==> config.mk <==
export PLATFORM = sky130hd
export DESIGN_NAME = axi_lite_master
export DESIGN_NICKNAME = d
export VERILOG_FILES = /design/src/rtl/axi_lite_master.sv
export SDC_FILE = /design/constraint.sdc
export NUM_CORES = 1
export LEC_CHECK = 0
export ABC_AREA = 1
export CORE_MARGIN = 5
export CORE_UTILIZATION = 40
export DETAILED_ROUTE_END_ITERATION = 7
export HOLD_SLACK_MARGIN = 0.12
export PLACE_DENSITY_LB_ADDON = 0.1
export SLEW_MARGIN = 40
export SYNTH_ARGS = -nofsm -noshare
export SYNTH_HDL_FRONTEND = slang
export SYNTH_SLANG_ARGS = --single-unit
==> constraint.sdc <==
create_clock -name i_aclk -period 1.7 [get_ports i_aclk]
set_clock_uncertainty 0.05 [all_clocks]
set_input_delay 0.34 -clock i_aclk [delete_from_list [all_inputs] [get_ports i_aclk]]
set_output_delay 0.34 -clock i_aclk [all_outputs]
set_load 0.005 [all_outputs]
==> src/rtl/axi_lite_master.sv <==
// axi_lite_master: single-outstanding AXI4-Lite initiator.
// Accepts one read or write command from a local requester, runs the matching
// AXI-Lite transaction and presents the data and response until they are consumed.
// Optional build macro: AXI_MASTER_ALIGN_CHECK_EN rejects misaligned commands
// locally with SLVERR and issues no AXI traffic for them.
module axi_lite_master #(
    parameter int unsigned ADDR_WIDTH = 32,
    parameter int unsigned DATA_WIDTH = 32
) (
    input  logic                    i_aclk,
    input  logic                    i_areset,
    // local command channel
    input  logic                    i_cmd_valid,
    output logic                    o_cmd_ready,
    input  logic                    i_cmd_we,
    input  logic [ADDR_WIDTH-1:0]   i_cmd_addr,
    input  logic [DATA_WIDTH-1:0]   i_cmd_wdata,
    input  logic [DATA_WIDTH/8-1:0] i_cmd_wstrb,
    // local response channel
    output logic                    o_rsp_valid,
    input  logic                    i_rsp_ready,
    output logic [DATA_WIDTH-1:0]   o_rsp_rdata,
    output logic [1:0]              o_rsp_resp,
    // AXI write address
    output logic [ADDR_WIDTH-1:0]   o_awaddr,
    output logic                    o_awvalid,
    input  logic                    i_awready,
    // AXI write data
    output logic [DATA_WIDTH-1:0]   o_wdata,
    output logic [DATA_WIDTH/8-1:0] o_wstrb,
    output logic                    o_wvalid,
    input  logic                    i_wready,
    // AXI write response
    output logic                    o_bready,
    input  logic                    i_bvalid,
    input  logic [1:0]              i_bresp,
    // AXI read address
    output logic [ADDR_WIDTH-1:0]   o_araddr,
    output logic                    o_arvalid,
    input  logic                    i_arready,
    // AXI read data
    output logic                    o_rready,
    input  logic                    i_rvalid,
    input  logic [DATA_WIDTH-1:0]   i_rdata,
    input  logic [1:0]              i_rresp
);

    localparam int unsigned STRB_WIDTH = DATA_WIDTH / 8;

    typedef enum logic [2:0] {
        IDLE,
        WRITE,
        WAIT_B,
        READ,
        WAIT_R,
        RESP
    } state_t;

    state_t                  state;
    state_t                  state_nxt;

    logic                    accept;
    logic                    aw_pending;
    logic                    w_pending;

    logic                    cmd_ready_nxt;
    logic                    rsp_valid_nxt;
    logic [DATA_WIDTH-1:0]   rsp_rdata_nxt;
    logic [1:0]              rsp_resp_nxt;
    logic [ADDR_WIDTH-1:0]   awaddr_nxt;
    logic                    awvalid_nxt;
    logic [DATA_WIDTH-1:0]   wdata_nxt;
    logic [STRB_WIDTH-1:0]   wstrb_nxt;
    logic                    wvalid_nxt;
    logic                    bready_nxt;
    logic [ADDR_WIDTH-1:0]   araddr_nxt;
    logic                    arvalid_nxt;
    logic                    rready_nxt;

`ifdef AXI_MASTER_ALIGN_CHECK_EN
    logic                    misaligned;
    assign misaligned = (i_cmd_addr & ADDR_WIDTH'(STRB_WIDTH - 1)) != '0;
`endif

    // A command is taken only while idle and advertising ready.
    assign accept     = (state == IDLE) && o_cmd_ready && i_cmd_valid;
    // An AXI write channel stays pending until its own handshake completes.
    assign aw_pending = o_awvalid && !i_awready;
    assign w_pending  = o_wvalid  && !i_wready;

    // Next-state and next-output decode; every output is then registered.
    always_comb begin
        state_nxt     = state;
        rsp_valid_nxt = o_rsp_valid;
        rsp_rdata_nxt = o_rsp_rdata;
        rsp_resp_nxt  = o_rsp_resp;
        awaddr_nxt    = o_awaddr;
        awvalid_nxt   = o_awvalid;
        wdata_nxt     = o_wdata;
        wstrb_nxt     = o_wstrb;
        wvalid_nxt    = o_wvalid;
        bready_nxt    = o_bready;
        araddr_nxt    = o_araddr;
        arvalid_nxt   = o_arvalid;
        rready_nxt    = o_rready;

        case (state)
            IDLE: begin
                if (accept) begin
`ifdef AXI_MASTER_ALIGN_CHECK_EN
                    if (misaligned) begin
                        state_nxt     = RESP;
                        rsp_valid_nxt = 1'b1;
                        rsp_rdata_nxt = '0;
                        rsp_resp_nxt  = 2'b10;
                    end else
`endif
                    if (i_cmd_we) begin
                        state_nxt   = WRITE;
                        awaddr_nxt  = i_cmd_addr;
                        wdata_nxt   = i_cmd_wdata;
                        wstrb_nxt   = i_cmd_wstrb;
                        awvalid_nxt = 1'b1;
                        wvalid_nxt  = 1'b1;
                    end else begin
                        state_nxt   = READ;
                        araddr_nxt  = i_cmd_addr;
                        arvalid_nxt = 1'b1;
                    end
                end
            end

            WRITE: begin
                // AW and W retire independently; move on once neither is pending.
                awvalid_nxt = aw_pending;
                wvalid_nxt  = w_pending;
                if (!aw_pending && !w_pending) begin
                    state_nxt  = WAIT_B;
                    bready_nxt = 1'b1;
                end
            end

            WAIT_B: begin
                if (i_bvalid) begin
                    state_nxt     = RESP;
                    bready_nxt    = 1'b0;
                    rsp_valid_nxt = 1'b1;
                    rsp_rdata_nxt = '0;
                    rsp_resp_nxt  = i_bresp;
                end
            end

            READ: begin
                if (i_arready) begin
                    state_nxt   = WAIT_R;
                    arvalid_nxt = 1'b0;
                    rready_nxt  = 1'b1;
                end
            end

            WAIT_R: begin
                if (i_rvalid) begin
                    state_nxt     = RESP;
                    rready_nxt    = 1'b0;
                    rsp_valid_nxt = 1'b1;
                    rsp_rdata_nxt = i_rdata;
                    rsp_resp_nxt  = i_rresp;
                end
            end

            RESP: begin
                if (i_rsp_ready) begin
                    state_nxt     = IDLE;
                    rsp_valid_nxt = 1'b0;
                end
            end

            default: begin
                state_nxt = IDLE;
            end
        endcase

        // Registered ready is derived from the upcoming state so it is high exactly in IDLE.
        cmd_ready_nxt = (state_nxt == IDLE);
    end

    // State and output registers with synchronous reset that aborts any transaction.
    always_ff @(posedge i_aclk) begin
        if (i_areset) begin
            state       <= IDLE;
            o_cmd_ready <= 1'b0;
            o_rsp_valid <= 1'b0;
            o_rsp_rdata <= '0;
            o_rsp_resp  <= '0;
            o_awaddr    <= '0;
            o_awvalid   <= 1'b0;
            o_wdata     <= '0;
            o_wstrb     <= '0;
            o_wvalid    <= 1'b0;
            o_bready    <= 1'b0;
            o_araddr    <= '0;
            o_arvalid   <= 1'b0;
            o_rready    <= 1'b0;
        end else begin
            state       <= state_nxt;
            o_cmd_ready <= cmd_ready_nxt;
            o_rsp_valid <= rsp_valid_nxt;
            o_rsp_rdata <= rsp_rdata_nxt;
            o_rsp_resp  <= rsp_resp_nxt;
            o_awaddr    <= awaddr_nxt;
            o_awvalid   <= awvalid_nxt;
            o_wdata     <= wdata_nxt;
            o_wstrb     <= wstrb_nxt;
            o_wvalid    <= wvalid_nxt;
            o_bready    <= bready_nxt;
            o_araddr    <= araddr_nxt;
            o_arvalid   <= arvalid_nxt;
            o_rready    <= rready_nxt;
        end
    end

endmodule

== Word-level counts from Yosys, hierarchy flattened ==
Index checks and enable logic that the tools add are counted.

* Register bits: 144
* Bits of input ports: 114
* Output and inout port bits: 141
* Word-level logic and storage cells: 85

* Equality and inequality tests: 13
* Multiplexer cells: 32
* Bitwise gates (word level): 1
* Reduce and logical (&&, ||, !) cells: 25

{| class="wikitable"
|+ Operators by type and width
! kind !! count
|-
| $mux 32 || 2
|-
| $pmux 32 s2 || 1
|-
| $mux 3 || 6
|-
| $pmux 3 s6 || 1
|-
| $reduce_and 3->1 || 6
|-
| $ne 2x2->1 const B || 8
|-
| $mux 1 || 12
|-
| $pmux 1 s2 || 5
|-
| $reduce_bool 2->1 || 5
|-
| $reduce_and 4->1 || 2
|-
| $eq 3x2->1 const B || 2
|-
| $eq 3x3->1 const B || 2
|-
| $logic_not 3->1 || 2
|-
| $mux 2 || 3
|-
| $logic_and 1x1->1 || 5
|-
| $logic_not 1->1 || 4
|-
| $pmux 2 s2 || 1
|-
| $eq 3x1->1 const B || 1
|-
| $pmux 1 s3 || 1
|-
| $reduce_bool 3->1 || 1
|-
| $not 1->1 || 1
|}

== Depth between registers and ports, before layout ==
Gate-level depths: netlist of run 1.

* Depth in word-level cells: 7
* Depth in mapped cells: 10
* Depth with buffers taken out: 8

== Worst setup path after synthesis of run 1 ==
No wires, ideal clock.

* Path kind: reg2reg
* Start: register state[0]
* End: register o_wdata[18]
* Setup time: 0.113 ns
* Arrival: 1.257 ns
* Required time: 1.537 ns
* Path slack: 0.280 ns
* Cell stages (with the launch flop): 9
* Buffers on the path: 2
* Clock period less this slack: 1.420 ns
* Cells stage by stage: dfxtp_1 -> nor2_4 -> nand2_2 -> nor2_4 -> nand2_2 -> buf_6 -> buf_2 -> o21ai_1 -> nor2_1

* Cells in the longest elaborated chain, start to end: 4

{| class="wikitable"
|+ Ends and longest elaborated chain
! item !! RTL line !! RTL
|-
| from (decl) || 59 || <nowiki>state_t state;</nowiki>
|-
| from (signal assigned) || 205 || <nowiki>state <= state_nxt;</nowiki>
|-
| $logic_not 3->1 (*) || 86, 107 ||
|-
| $logic_and 1x1->1 (2 in a row) || 86 || <nowiki>assign accept = (state == IDLE) && o_cmd_ready && i_cmd_valid;</nowiki>
|-
| $reduce_and 3->1 (no line) (*) || -- ||
|-
| to (signal assigned) || 212 || <nowiki>o_wdata <= wdata_nxt;</nowiki>
|-
| to (decl) || 29 || <nowiki>output logic [DATA_WIDTH-1:0] o_wdata,</nowiki>
|}

Every way passes the cells marked *; elsewhere a longest branch is shown, timed or not.
A chain may end at the register's enable or synchronous reset.

== Worst setup path in the final report of run 1 ==
* Start: register o_wdata[30]
* End: output o_wdata[30]

No word-level cell between the ends.

==> results of run 1 <==
[worst min path at each step]
stage	from	to	slack, ps	cells after the start
after CTS	o_rsp_rdata[3]	o_rsp_rdata[3]	410	2
after floorplan	o_rsp_valid	o_rsp_valid	410	2
after global routing	i_rdata[8]	o_rsp_rdata[8]	420	3
after global placement	o_rsp_rdata[3]	o_rsp_rdata[3]	400	2
final	o_rsp_valid	o_rsp_valid	410	2
after detailed placement	o_rsp_rdata[3]	o_rsp_rdata[3]	400	2
[registers in the layout, summed over array words and instances (netlist names), 2 cells and up]
name and count:
o_wstrb 4, o_wdata 32, o_araddr 32, state 3, o_rsp_resp 2, o_awaddr 32, o_rsp_rdata 32
[metrics by stage]
step / util (%) / setup WS (ps) / hold slack, ps
floorplan: - / 280 / 405
global route: 68.6 / -8.70 / 423
CTS: 67.5 / 0.591 / 410
finish: 68.6 / 25.4 / 406
detailed placement: 62.7 / -162 / 401
global placement: 62.7 / -109 / 396
[placed cells by master (no fill, tap or decap)]
cell / synthesis / layout
sky130_fd_sc_hd__nand3_2: 1 / 1
sky130_fd_sc_hd__bufinv_16: 0 / 2
sky130_fd_sc_hd__dfxtp_1: 144 / 141
sky130_fd_sc_hd__buf_4: 0 / 15
sky130_fd_sc_hd__clkbuf_16: 0 / 17
sky130_fd_sc_hd__buf_12: 0 / 6
sky130_fd_sc_hd__inv_2: 2 / 3
sky130_fd_sc_hd__dlymetal6s2s_1: 0 / 52
sky130_fd_sc_hd__inv_1: 15 / 14
sky130_fd_sc_hd__clkbuf_8: 0 / 7
sky130_fd_sc_hd__dlygate4sd2_1: 0 / 7
sky130_fd_sc_hd__nand3b_1: 2 / 2
sky130_fd_sc_hd__o21ai_1: 10 / 10
sky130_fd_sc_hd__nand2_2: 3 / 2
sky130_fd_sc_hd__nor2_4: 2 / 2
sky130_fd_sc_hd__clkinv_2: 0 / 2
sky130_fd_sc_hd__dfxtp_2: 0 / 3
sky130_fd_sc_hd__nor2_1: 212 / 212
sky130_fd_sc_hd__clkdlybuf4s50_1: 0 / 195
sky130_fd_sc_hd__o211a_1: 1 / 1
sky130_fd_sc_hd__o21ai_0: 93 / 93
sky130_fd_sc_hd__nand2_4: 0 / 1
sky130_fd_sc_hd__nand3_1: 9 / 9
sky130_fd_sc_hd__o21a_1: 1 / 1
sky130_fd_sc_hd__a21oi_1: 40 / 40
sky130_fd_sc_hd__clkbuf_1: 24 / 4
sky130_fd_sc_hd__nand4_1: 3 / 3
sky130_fd_sc_hd__nand2_1: 96 / 96
[routing by layer]
layer	global-route usage, %	vias up	wire, um	share of wire, %
met5	0	-	0	0
met2	34.5	167	8190	50
met4	8.21	0	317	1.9
met1	22.8	2402	6340	39
li1	-	2661	-	-
met3	8.58	24	1490	9.1
[power groups by stage]
| stage | clock, mW | combinational (mW) | sequential, mW |
|---|---|---|---|
| floorplan | 0 | 1.17 | 4.19 |
| global placement | 0 | 2.68 | 4.14 |
| detailed placement | 0 | 2.74 | 4.16 |
| CTS | 3.81 | 2.73 | 4.10 |
| global route | 3.97 | 2.95 | 4.15 |
| finish | 3.73 | 2.67 | 4.09 |
[layout make-up]
class,count,area (sq um),share of cell area (%)
Multi-Input combinational cell,473,2020,23.3
Timing Repair Buffer,275,2900,33.3
Clock buffer,28,537,6.17
Inverter,17,63.8,0.734
Clock inverter,4,70.1,0.806
Tap cell,172,215,2.48
Sequential cell,144,2890,33.2
[kinds of logic after synthesis]
family,Yosys count,synth area share (%)
AND/OR/NAND/NOR,328,24.8
AO/OA/AOI/OAI,145,14.1
flip-flops,144,55.5
buffers and inverters,59,5.66
[what timing repair did]
item | CTS | global route
resized for setup | 8 | 55
gates cloned | 0 | 0
pin swaps | 0 | 0
setup endpoints to repair | 8 | 61
setup buffers | 0 | 1
hold endpoints to repair | 0 | 0
==> results.txt, run 1 <==
----------------------------------------------------
[Drt]
  Via count ... 5254
  Number of violations reported at the end of detailed-routing iteration 0 ... 264
  DRC ... 0
  Routed vias/inst ... 4.72
  Average wire per standard cell ... 14.7 um
  Iteration count of the initial detailed-routing pass ... 4
  Drt total wl ... 16300 um
  Post-DRT Antenna Nets ... 0

[Synthesis]
  Library cell occupying the most area in the post-synthesis netlist ... sky130_fd_sc_hd__dfxtp_1
  Most common cell in the synthesized netlist ... sky130_fd_sc_hd__nor2_1
  Post-Synthesis Cells ... 676
  Post-synth EDFFs ... 0
  Portion of the post-synthesis area used by sequential elements ... 55.5%
  Synth Area per Inst ... 7.69 sq um
  Count of state elements after synthesis ... 144
  Top_reg_cell synth ... sky130_fd_sc_hd__dfxtp_1
  Share of the synthesized area in the top cell type ... 55.5%
  Unique masters post-synth ... 19
  Net count of the mapped netlist ... between 700 and 800
  Top post-synthesis cells by count ... 212 x sky130_fd_sc_hd__nor2_1, 144 x sky130_fd_sc_hd__dfxtp_1, 96 x sky130_fd_sc_hd__nand2_1, 93 x sky130_fd_sc_hd__o21ai_0, 40 x sky130_fd_sc_hd__a21oi_1
  Summed instance area of the synthesized netlist ... 5200 sq um
  Synth Warn # ... 0
  Share of synthesized flip-flops with an asynchronous set or reset ... 0%
  Cell types occupying the most area after synthesis ... sky130_fd_sc_hd__dfxtp_1 55%, sky130_fd_sc_hd__nor2_1 15%, sky130_fd_sc_hd__o21ai_0 9.0%

[Worst hold path]
  Class of the most critical hold timing path ... flip-flop to flip-flop

[Critical path]
  Critical path buffers and inverters ... 1
  Critical path startpoint category ... flip-flop
  Worst Path Arrival ... approximately 1300 ps
  Data required time of the worst path ... 1310 ps
  Cell-by-cell listing of the critical path ... clkdlybuf4s50_1
  Logic depth of the worst setup path including buffers ... 1
  Startpoint of the most critical setup path ... o_wdata[30]
  Capture instance of the worst register-to-register path ... o_wdata[29]
  End point of the critical path ... o_wdata[30]
  Family with the most delay on the worst path ... buffers and inverters
  Crit Path Class ... flip-flop to output pin
  R2R cell count ... 7
  Master of the slowest instance on the critical path ... sky130_fd_sc_hd__clkdlybuf4s50_1
  Highest cell delay on the worst timing path ... 550 ps
  Type of element capturing the critical path ... output pin
  Highest fanout seen on the critical path ... 2
  Critical register-to-register path startpoint ... state[1]
  Worst reg2reg setup slack ... 140 ps

[STA]
  Number of max-slew violations in the final report ... 0
  Share of the clock period used by the worst path ... 98.5%
  Upper clock frequency limit ... 0.597 GHz
  Min Tclk post-route ... 1670 ps
  Sum Neg Setup Slack ... 0 ps
  Worst slew pin tran ... 399 ps
  Final hold viol count ... 0
  Final Setup Violations ... 0
  Headroom to the max-slew limit ... 73.4%

[Place]
  Placer congestion estimate ... 0.810
  Number of port buffers ... 254
  HPWL after DPL ... 12000 um
  Placed Area ... a little under 8000 sq um
  Cell Count Post-Placement ... 1080

[Global routing]
  Largest net degree at the start of global routing ... 68
  GRT Residual Overflow ... 0
  Initial antenna violation count ... 0
  Global-route wire length before repair ... 24300 um
  Overall global routing resource usage ... 20.4%
  Number of global-route vias before repair ... 4847

[Layout]
  Number of fill cells ... 1049
  Ant. Diodes ... 0
  Layout cell share with drive strength beyond 1 ... 6.48%
  Post-layout instance count excluding filler cells ... 1113
  Area of all placed cells without fillers ... slightly below 9000 sq um
  Area growth from synthesis to layout ... 67.3%
  Total number of nets in the final design ... 1042

[Pwr]
  Power density normalized to cell area ... 1210 nW/um^2
  Comb power frac ... 25.4%
  Share of total power in sequential cells ... 39.0%
  Leakage ... between 4 and 5 nW
  VDD IR max ... 0.000770 V
  Design internal power ... 7.69 mW
  Switching share of power ... a little over a quarter
  Power consumption ... 10.5 mW
  Switching power of the nets ... 2.79 mW
  Proportion of power drawn by the clock network ... 35.6%

[Clock network]
  Clock tree from TritonCTS ... yes
  H-tree depth ... 4
  CTS Buf Count ... 17
  Clock Tree Buf Depth ... 2
  Num Clock Sinks ... 144
  Clock latency of the later-clocked register in the worst-skew pair ... 410 ps
  CTS root buf ... sky130_fd_sc_hd__clkbuf_16
  Clock-pin transition on the worst setup and hold timing paths ... around 50 ps
  Post-cts hold buffer count ... 0

[Floorplanning]
  Die area ... 15400 sq um
  Core box area ... 12700 sq um
  Horizontal die dimension ... ~120 um
  Chip height ... 124 um
  Top-level I/O count ... 255
  Initial core utilization ... 41.0%
  Core Rows ... 41

[Job]
  Number of max-cap violations ... 0

[Run status]
  Result of the run ... complete, no violations

----------------------------------------------------
Note: power is estimated with default switching activity, not from simulation.
==> run 2, diff against run 1 <==
--- a/config.mk
+++ b/config.mk
@@ -8,9 +8,11 @@
 export ABC_AREA = 1
 export CORE_MARGIN = 5
 export CORE_UTILIZATION = 40
+export CTS_CLUSTER_DIAMETER = 30
 export DETAILED_ROUTE_END_ITERATION = 7
 export HOLD_SLACK_MARGIN = 0.12
 export PLACE_DENSITY_LB_ADDON = 0.1
+export REMOVE_ABC_BUFFERS = 1
 export SLEW_MARGIN = 40
 export SYNTH_ARGS = -nofsm -noshare
 export SYNTH_HDL_FRONTEND = slang
==> run 2 against run 1 <==
Against the previous run: clock power increased by 5.4%; routed wire length increased by 1.6%; global-route usage increased by 0.82 points; highest routed layer unchanged; hold slack improved by 1.4 ps; core utilization increased by 0.45 points; fmax increased by 0.37%; clock-buffer cell count decreased by 6; largest cell class unchanged; largest power group unchanged; setup slack improved by 6.1 ps.
==> results.txt, run 2 (synthesis gave the netlist of run 1 again) <==
----------------------------------------------------
[STA]
  Post-route worst hold slack ... 407 ps (+1.43 ps)
  Number of max-slew violations in the final report ... 0 (unchanged)
  RSZ-0062 raised after global routing ... false
  Share of the clock period used by the worst path ... 98.1% (-0.36 points)
  Final hold viol count ... 0 (unchanged)
  Sum Neg Setup Slack ... 0 ps (unchanged)
  Final setup margin ... 31.6 ps (+6.13 ps)
  Min Tclk post-route ... 1670 ps (-6.13 ps)
  Upper clock frequency limit ... 0.599 GHz (+0.37%)
  Final Setup Violations ... 0 (unchanged)
  Worst slew pin tran ... 413 ps (+14.3 ps)
  Headroom to the max-slew limit ... 72.4% (-0.95 points)

[Floorplanning]
  Core Rows ... 41 (unchanged)
  Die area ... 15400 sq um (unchanged)
  Core box area ... 12700 sq um (unchanged)
  Top-level I/O count ... 255 (unchanged)
  Chip height ... 124 um (unchanged)
  Horizontal die dimension ... 124 um (unchanged)
  Initial core utilization ... 41.0% (unchanged)

[Clock network]
  Num Clock Sinks ... 144 (unchanged)
  Clock-pin transition on the worst setup and hold timing paths ... 50 ps (about the same)
  Clock Tree Buf Depth ... 2 (unchanged)
  CTS Buf Count ... 17 (unchanged)
  H-tree depth ... 4 (unchanged)
  Clock tree from TritonCTS ... yes
  CTS root buf ... sky130_fd_sc_hd__clkbuf_16
  Clock latency of the later-clocked register in the worst-skew pair ... 410 ps (about the same)
  Post-cts hold buffer count ... 0 (unchanged)

[Critical path]
  Crit Path Class ... flip-flop to output pin
  Cell-by-cell listing of the critical path ... clkdlybuf4s50_1
  Worst Path Arrival ... 1280 ps (about the same)
  Family with the most delay on the worst path ... buffers and inverters
  Master of the slowest instance on the critical path ... sky130_fd_sc_hd__clkdlybuf4s50_1
  Critical path startpoint category ... flip-flop
  Highest cell delay on the worst timing path ... 540 ps (about the same)
  Highest fanout seen on the critical path ... 2 (unchanged)
  Data required time of the worst path ... 1310 ps (about the same)
  Critical path buffers and inverters ... 1 (unchanged)
  Type of element capturing the critical path ... output pin

[Drt]
  Post-DRT Antenna Nets ... 0 (unchanged)
  Iteration count of the initial detailed-routing pass ... 4 (unchanged)
  Number of violations reported at the end of detailed-routing iteration 0 ... 276 (+4.5%)
  Drt total wl ... 16600 um (+1.6%)
  Routed vias/inst ... 4.74 (+0.32%)
  Average wire per standard cell ... 14.9 um (+1.3%)
  Via count ... 5285 (+0.59%)
  DRC ... 0 (unchanged)

[Layout]
  Area growth from synthesis to layout ... 68.4%
  Layout cell share with drive strength beyond 1 ... 6.78% (+0.30 points)
  Post-layout instance count excluding filler cells ... 1116 (+0.27%)
  Area of all placed cells without fillers ... 8750 sq um (+0.66%)
  Most frequent standard cell in the layout excluding fill and tap cells ... sky130_fd_sc_hd__nor2_1
  Total number of nets in the final design ... 1045 (+0.29%)
  Leading cell types in the layout, fill and taps excluded ... 212 x sky130_fd_sc_hd__nor2_1, 196 x sky130_fd_sc_hd__clkdlybuf4s50_1, 143 x sky130_fd_sc_hd__dfxtp_1
  Ant. Diodes ... 0 (unchanged)
  Layout Utilization ... 69.1% (+0.45 points)
  Register area ... 2880 sq um (about the same)
  Number of fill cells ... 1042 (-0.67%)
  Multi-input combinational cell area ... 2020 sq um (-0.25%)

[Pwr]
  Power consumption ... 10.8 mW (+2.9%)
  Power density normalized to cell area ... 1230 nW/um^2 (+2.3%)
  Leakage ... 4.09 nW (-2.2%)
  VDD IR max ... 0.000704 V (-8.6%)

[Global routing]
  Number of global-route vias before repair ... 5275 (+8.8%)
  Largest net degree at the start of global routing ... 45 (-34%)
  Global-route wire length before repair ... 25200 um (+3.9%)
  Overall global routing resource usage ... 21.3% (+0.82 points)
  GRT Residual Overflow ... 0 (unchanged)
  Initial antenna violation count ... 0 (unchanged)

[Job]
  Number of max-cap violations ... 0 (unchanged)

[Place]
  Cell Count Post-Placement ... 1082 (+0.19%)
  Number of port buffers ... 254 (unchanged)
  Placer congestion estimate ... 0.837 (+3.4%)
  Placed Area ... 8000 sq um (+0.66%)
  HPWL after DPL ... 12200 um (+2.3%)
  Pre-CTS worst setup slack ... -171 ps (-9.06 ps)

[Worst hold path]
  Class of the most critical hold timing path ... flip-flop to flip-flop

[Run status]
  Result of the run ... complete, no violations

----------------------------------------------------
## run 2: metal layers
layer  part of all wire [%]  vias up  routed length, um  GRT usage (%)
li1                       -     2671                  -              -
met3                     11       23               1750           9.67
met4                    1.8        0                301           7.32
met5                      0        -                  0              0
met1                     37     2408               6120           22.4
met2                     51      183               8430           37.5
## run 2: report_power, final
part / internal [mW] / leakage [nW] / total [mW] / switching (mW)
combinational: 1.49 / 2.62 / 2.76 / 1.27
sequential: 3.85 / 1.17 / 4.10 / 0.251
clock: 2.56 / 0.302 / 3.93 / 1.37
## run 2: worst paths after layout
| kind | cells past startpoint | from | to | slack (ps) |
|---|---|---|---|---|
| hold / removal | 2 | o_rsp_rdata[14] | o_rsp_rdata[14] | 410 |
| setup / recovery | 1 | o_araddr[1] | o_araddr[1] | 30 |
| hold reg to reg | 2 | o_rsp_rdata[14] | o_rsp_rdata[14] | 410 |
| setup reg to reg | 9 | state[1] | o_araddr[9] | 130 |
## run 2: timing repair
| action | CTS | global route |
|---|---|---|
| pin swaps | 0 | 1 |
| resized for setup | 16 | 43 |
| setup buffers | 0 | 2 |
| endpoints found under the hold margin | 0 | 0 |
| endpoints found under the setup margin | 16 | 47 |
## run 2: cell type report
class / count / share of cell area [%]
repair buffers: 278 / 33.6
clock inverters: 10 / 1.80
flip-flops and latches: 144 / 33.0
multi-input cells: 473 / 23.1
well taps: 172 / 2.46
inverters: 17 / 0.729
clock buffers: 22 / 5.42
==> run 3, diff against run 2 <==
--- a/config.mk
+++ b/config.mk
@@ -7,7 +7,7 @@
 export LEC_CHECK = 0
 export ABC_AREA = 1
 export CORE_MARGIN = 5
-export CORE_UTILIZATION = 40
+export CORE_UTILIZATION = 30
 export CTS_CLUSTER_DIAMETER = 30
 export DETAILED_ROUTE_END_ITERATION = 7
 export HOLD_SLACK_MARGIN = 0.12
@@ -17,3 +17,4 @@
 export SYNTH_ARGS = -nofsm -noshare
 export SYNTH_HDL_FRONTEND = slang
 export SYNTH_SLANG_ARGS = --single-unit
+export TNS_END_PERCENT = 50
==> run 3 against run 2 <==
Against the previous run: fmax is 0.31% higher; sequential power hardly changed; final cell count increased by 4.5%; sequential cell count unchanged; setup slack gained 5.2 ps; clock power shrank 8.4%; routed wire length is 1.7% higher; first-iteration DRC count fell by 26%; combinational power down 1%; critical endpoint is now o_rsp_rdata[25]; largest cell class unchanged; largest power group unchanged; highest routed layer unchanged.
==> results.txt, run 3 (synthesis gave the netlist of run 1 again) <==
----------------------------------------------------
[Run status]
  Result of the run ... complete, no violations

[Critical path]
  Highest fanout seen on the critical path ... 2 (unchanged)
  Type of element capturing the critical path ... output pin
  Critical path buffers and inverters ... 1 (unchanged)
  Worst Path Arrival ... 1270 ps (about the same)
  Highest cell delay on the worst timing path ... 540 ps (about the same)
  Worst reg2reg setup slack ... 150 ps (+20 ps)
  Cell-by-cell listing of the critical path ... clkdlybuf4s50_1
  Family with the most delay on the worst path ... buffers and inverters
  Critical path startpoint category ... flip-flop
  Data required time of the worst path ... 1310 ps (about the same)
  Master of the slowest instance on the critical path ... sky130_fd_sc_hd__clkdlybuf4s50_1
  Crit Path Class ... flip-flop to output pin

[Worst hold path]
  Class of the most critical hold timing path ... flip-flop to flip-flop

[Pwr]
  Design internal power ... 7.47 mW (-5.4%)
  Power consumption ... 10.4 mW (-3.6%)
  Leakage ... 4.48 nW (+9.4%)
  Power density normalized to cell area ... 1180 nW/um^2 (-4.5%)
  Switching power of the nets ... 2.93 mW (+1.4%)
  Proportion of power drawn by the clock network ... 34.6% (-1.9 points)
  Share of total power in sequential cells ... 39.2% (+1.2 points)
  Comb power frac ... 26.2% (+0.6 points)
  Switching share of power ... 28.2% (+1.4 points)
  VDD IR max ... 0.000692 V (-1.7%)

[Global routing]
  Global-route wire length before repair ... 26500 um (+5.1%)
  Overall global routing resource usage ... 16.7% (-4.6 points)
  Initial antenna violation count ... 0 (unchanged)
  Number of global-route vias before repair ... 4980 (-5.6%)
  GRT Residual Overflow ... 0 (unchanged)
  Largest net degree at the start of global routing ... 56 (+24%)

[STA]
  Number of max-slew violations in the final report ... 0 (unchanged)
  Share of the clock period used by the worst path ... 97.8% (-0.30 points)
  Upper clock frequency limit ... 0.601 GHz (+0.31%)
  Sum Neg Setup Slack ... 0 ps (unchanged)
  Min Tclk post-route ... 1660 ps (-5.18 ps)
  Worst slew pin tran ... 430 ps (+16.6 ps)
  Post-route worst hold slack ... 407 ps (-0.207 ps)
  Final Setup Violations ... 0 (unchanged)
  RSZ-0062 raised after global routing ... false
  Headroom to the max-slew limit ... 71.3% (-1.1 points)
  Final hold viol count ... 0 (unchanged)

[Clock network]
  CTS Buf Count ... 17 (unchanged)
  Clock Tree Buf Depth ... 2 (unchanged)
  Clock tree from TritonCTS ... yes
  Clock-pin transition on the worst setup and hold timing paths ... 60 ps (about the same)
  CTS root buf ... sky130_fd_sc_hd__clkbuf_16
  H-tree depth ... 4 (unchanged)
  Num Clock Sinks ... 144 (unchanged)
  Clock latency of the later-clocked register in the worst-skew pair ... 410 ps (about the same)

[Layout]
  Multi-input combinational cell area ... 2020 sq um (unchanged)
  Most frequent standard cell in the layout excluding fill and tap cells ... sky130_fd_sc_hd__nor2_1
  Area of all placed cells without fillers ... 8830 sq um (+0.93%)
  Ant. Diodes ... 0 (unchanged)
  Layout cell share with drive strength beyond 1 ... 6.91% (+0.13 points)
  Area growth from synthesis to layout ... 70.0%
  Number of fill cells ... 1698 (+63%)
  Leading cell types in the layout, fill and taps excluded ... 212 x sky130_fd_sc_hd__nor2_1, 178 x sky130_fd_sc_hd__clkdlybuf4s50_1, 140 x sky130_fd_sc_hd__dfxtp_1
  Register area ... 2890 sq um (+0.13%)
  Total number of nets in the final design ... 1044 (-0.096%)

[Drt]
  Drt total wl ... 16900 um (+1.7%)
  Iteration count of the initial detailed-routing pass ... 4 (unchanged)
  DRC ... 0 (unchanged)
  Average wire per standard cell ... 14.5 um (-2.7%)
  Routed vias/inst ... 4.37 (-7.7%)
  Post-DRT Antenna Nets ... 0 (unchanged)
  Number of violations reported at the end of detailed-routing iteration 0 ... 204 (-26%)
  Via count ... 5099 (-3.5%)

[Floorplanning]
  Core Rows ... 48 (+17%)
  Horizontal die dimension ... 142 um (+14%)
  Die area ... 20100 sq um (+30%)
  Initial core utilization ... 30.4% (-11 points)
  Core box area ... 17100 sq um (+35%)
  Chip height ... 142 um (+14%)
  Top-level I/O count ... 255 (unchanged)

[Place]
  HPWL after DPL ... 12000 um (-2.3%)
  Placer congestion estimate ... 0.804 (-3.9%)
  Number of port buffers ... 254 (unchanged)
  Placed Area ... 8100 sq um (+1.2%)

[Job]
  Number of max-cap violations ... 0 (unchanged)

----------------------------------------------------
## run 3: worst paths after layout
path | cells past startpoint | end | from
worst max register to register | 7 | o_wdata[16] | state[1]
worst min register to register | 2 | o_rsp_rdata[5] | o_rsp_rdata[5]
worst max-delay path | 1 | o_rsp_rdata[25] | o_rsp_rdata[25]
worst min-delay path | 2 | o_rsp_rdata[5] | o_rsp_rdata[5]
## run 3: metal layers
layer,vias up,global-route usage (%),part of all wire [%]
li1,2666,-,-
met1,2249,20.2,42
met2,167,26.3,46
met3,17,8.06,10
met4,0,4.95,1.4
met5,-,0,0
## run 3: final cells by class
type                            instances  area share, %
Clock inverter                         12           1.56
Sequential cell                       144           32.7
Tap cell                              225           3.19
Timing Repair Buffer                  277           34.1
Inverter                               17          0.722
Clock buffer                           18           4.86
Multi-Input combinational cell        473           22.9
## run 3: power by group through the flow
stage | combinational [mW] | sequential, mW | clock [mW]
6_report | 2.72 | 4.08 | 3.60
5_1_grt | 3.04 | 4.15 | 3.87
4_1_cts | 2.84 | 4.09 | 3.71
3_5_place_dp | 2.84 | 4.16 | 0
3_3_place_gp | 2.86 | 4.15 | 0
2_1_floorplan | 1.03 | 4.20 | 0
## run 3: through the flow
stage | cells | setup WS [ps] | util [%]
6_report | 1166 | 36.7 | 51.6
4_1_cts | 1166 | 0.273 | 50.6
3_5_place_dp | 1136 | -107 | 47.3
5_1_grt | 1166 | 0.211 | 51.6
3_3_place_gp | 1136 | -86.2 | 47.3
2_1_floorplan | 634 | -441 | -
## run 3: what timing repair did
action	4_1_cts	5_1_grt
gates resized for setup	10	70
setup endpoints to repair	10	70
hold buffers	0	0
buffers inserted	0	0
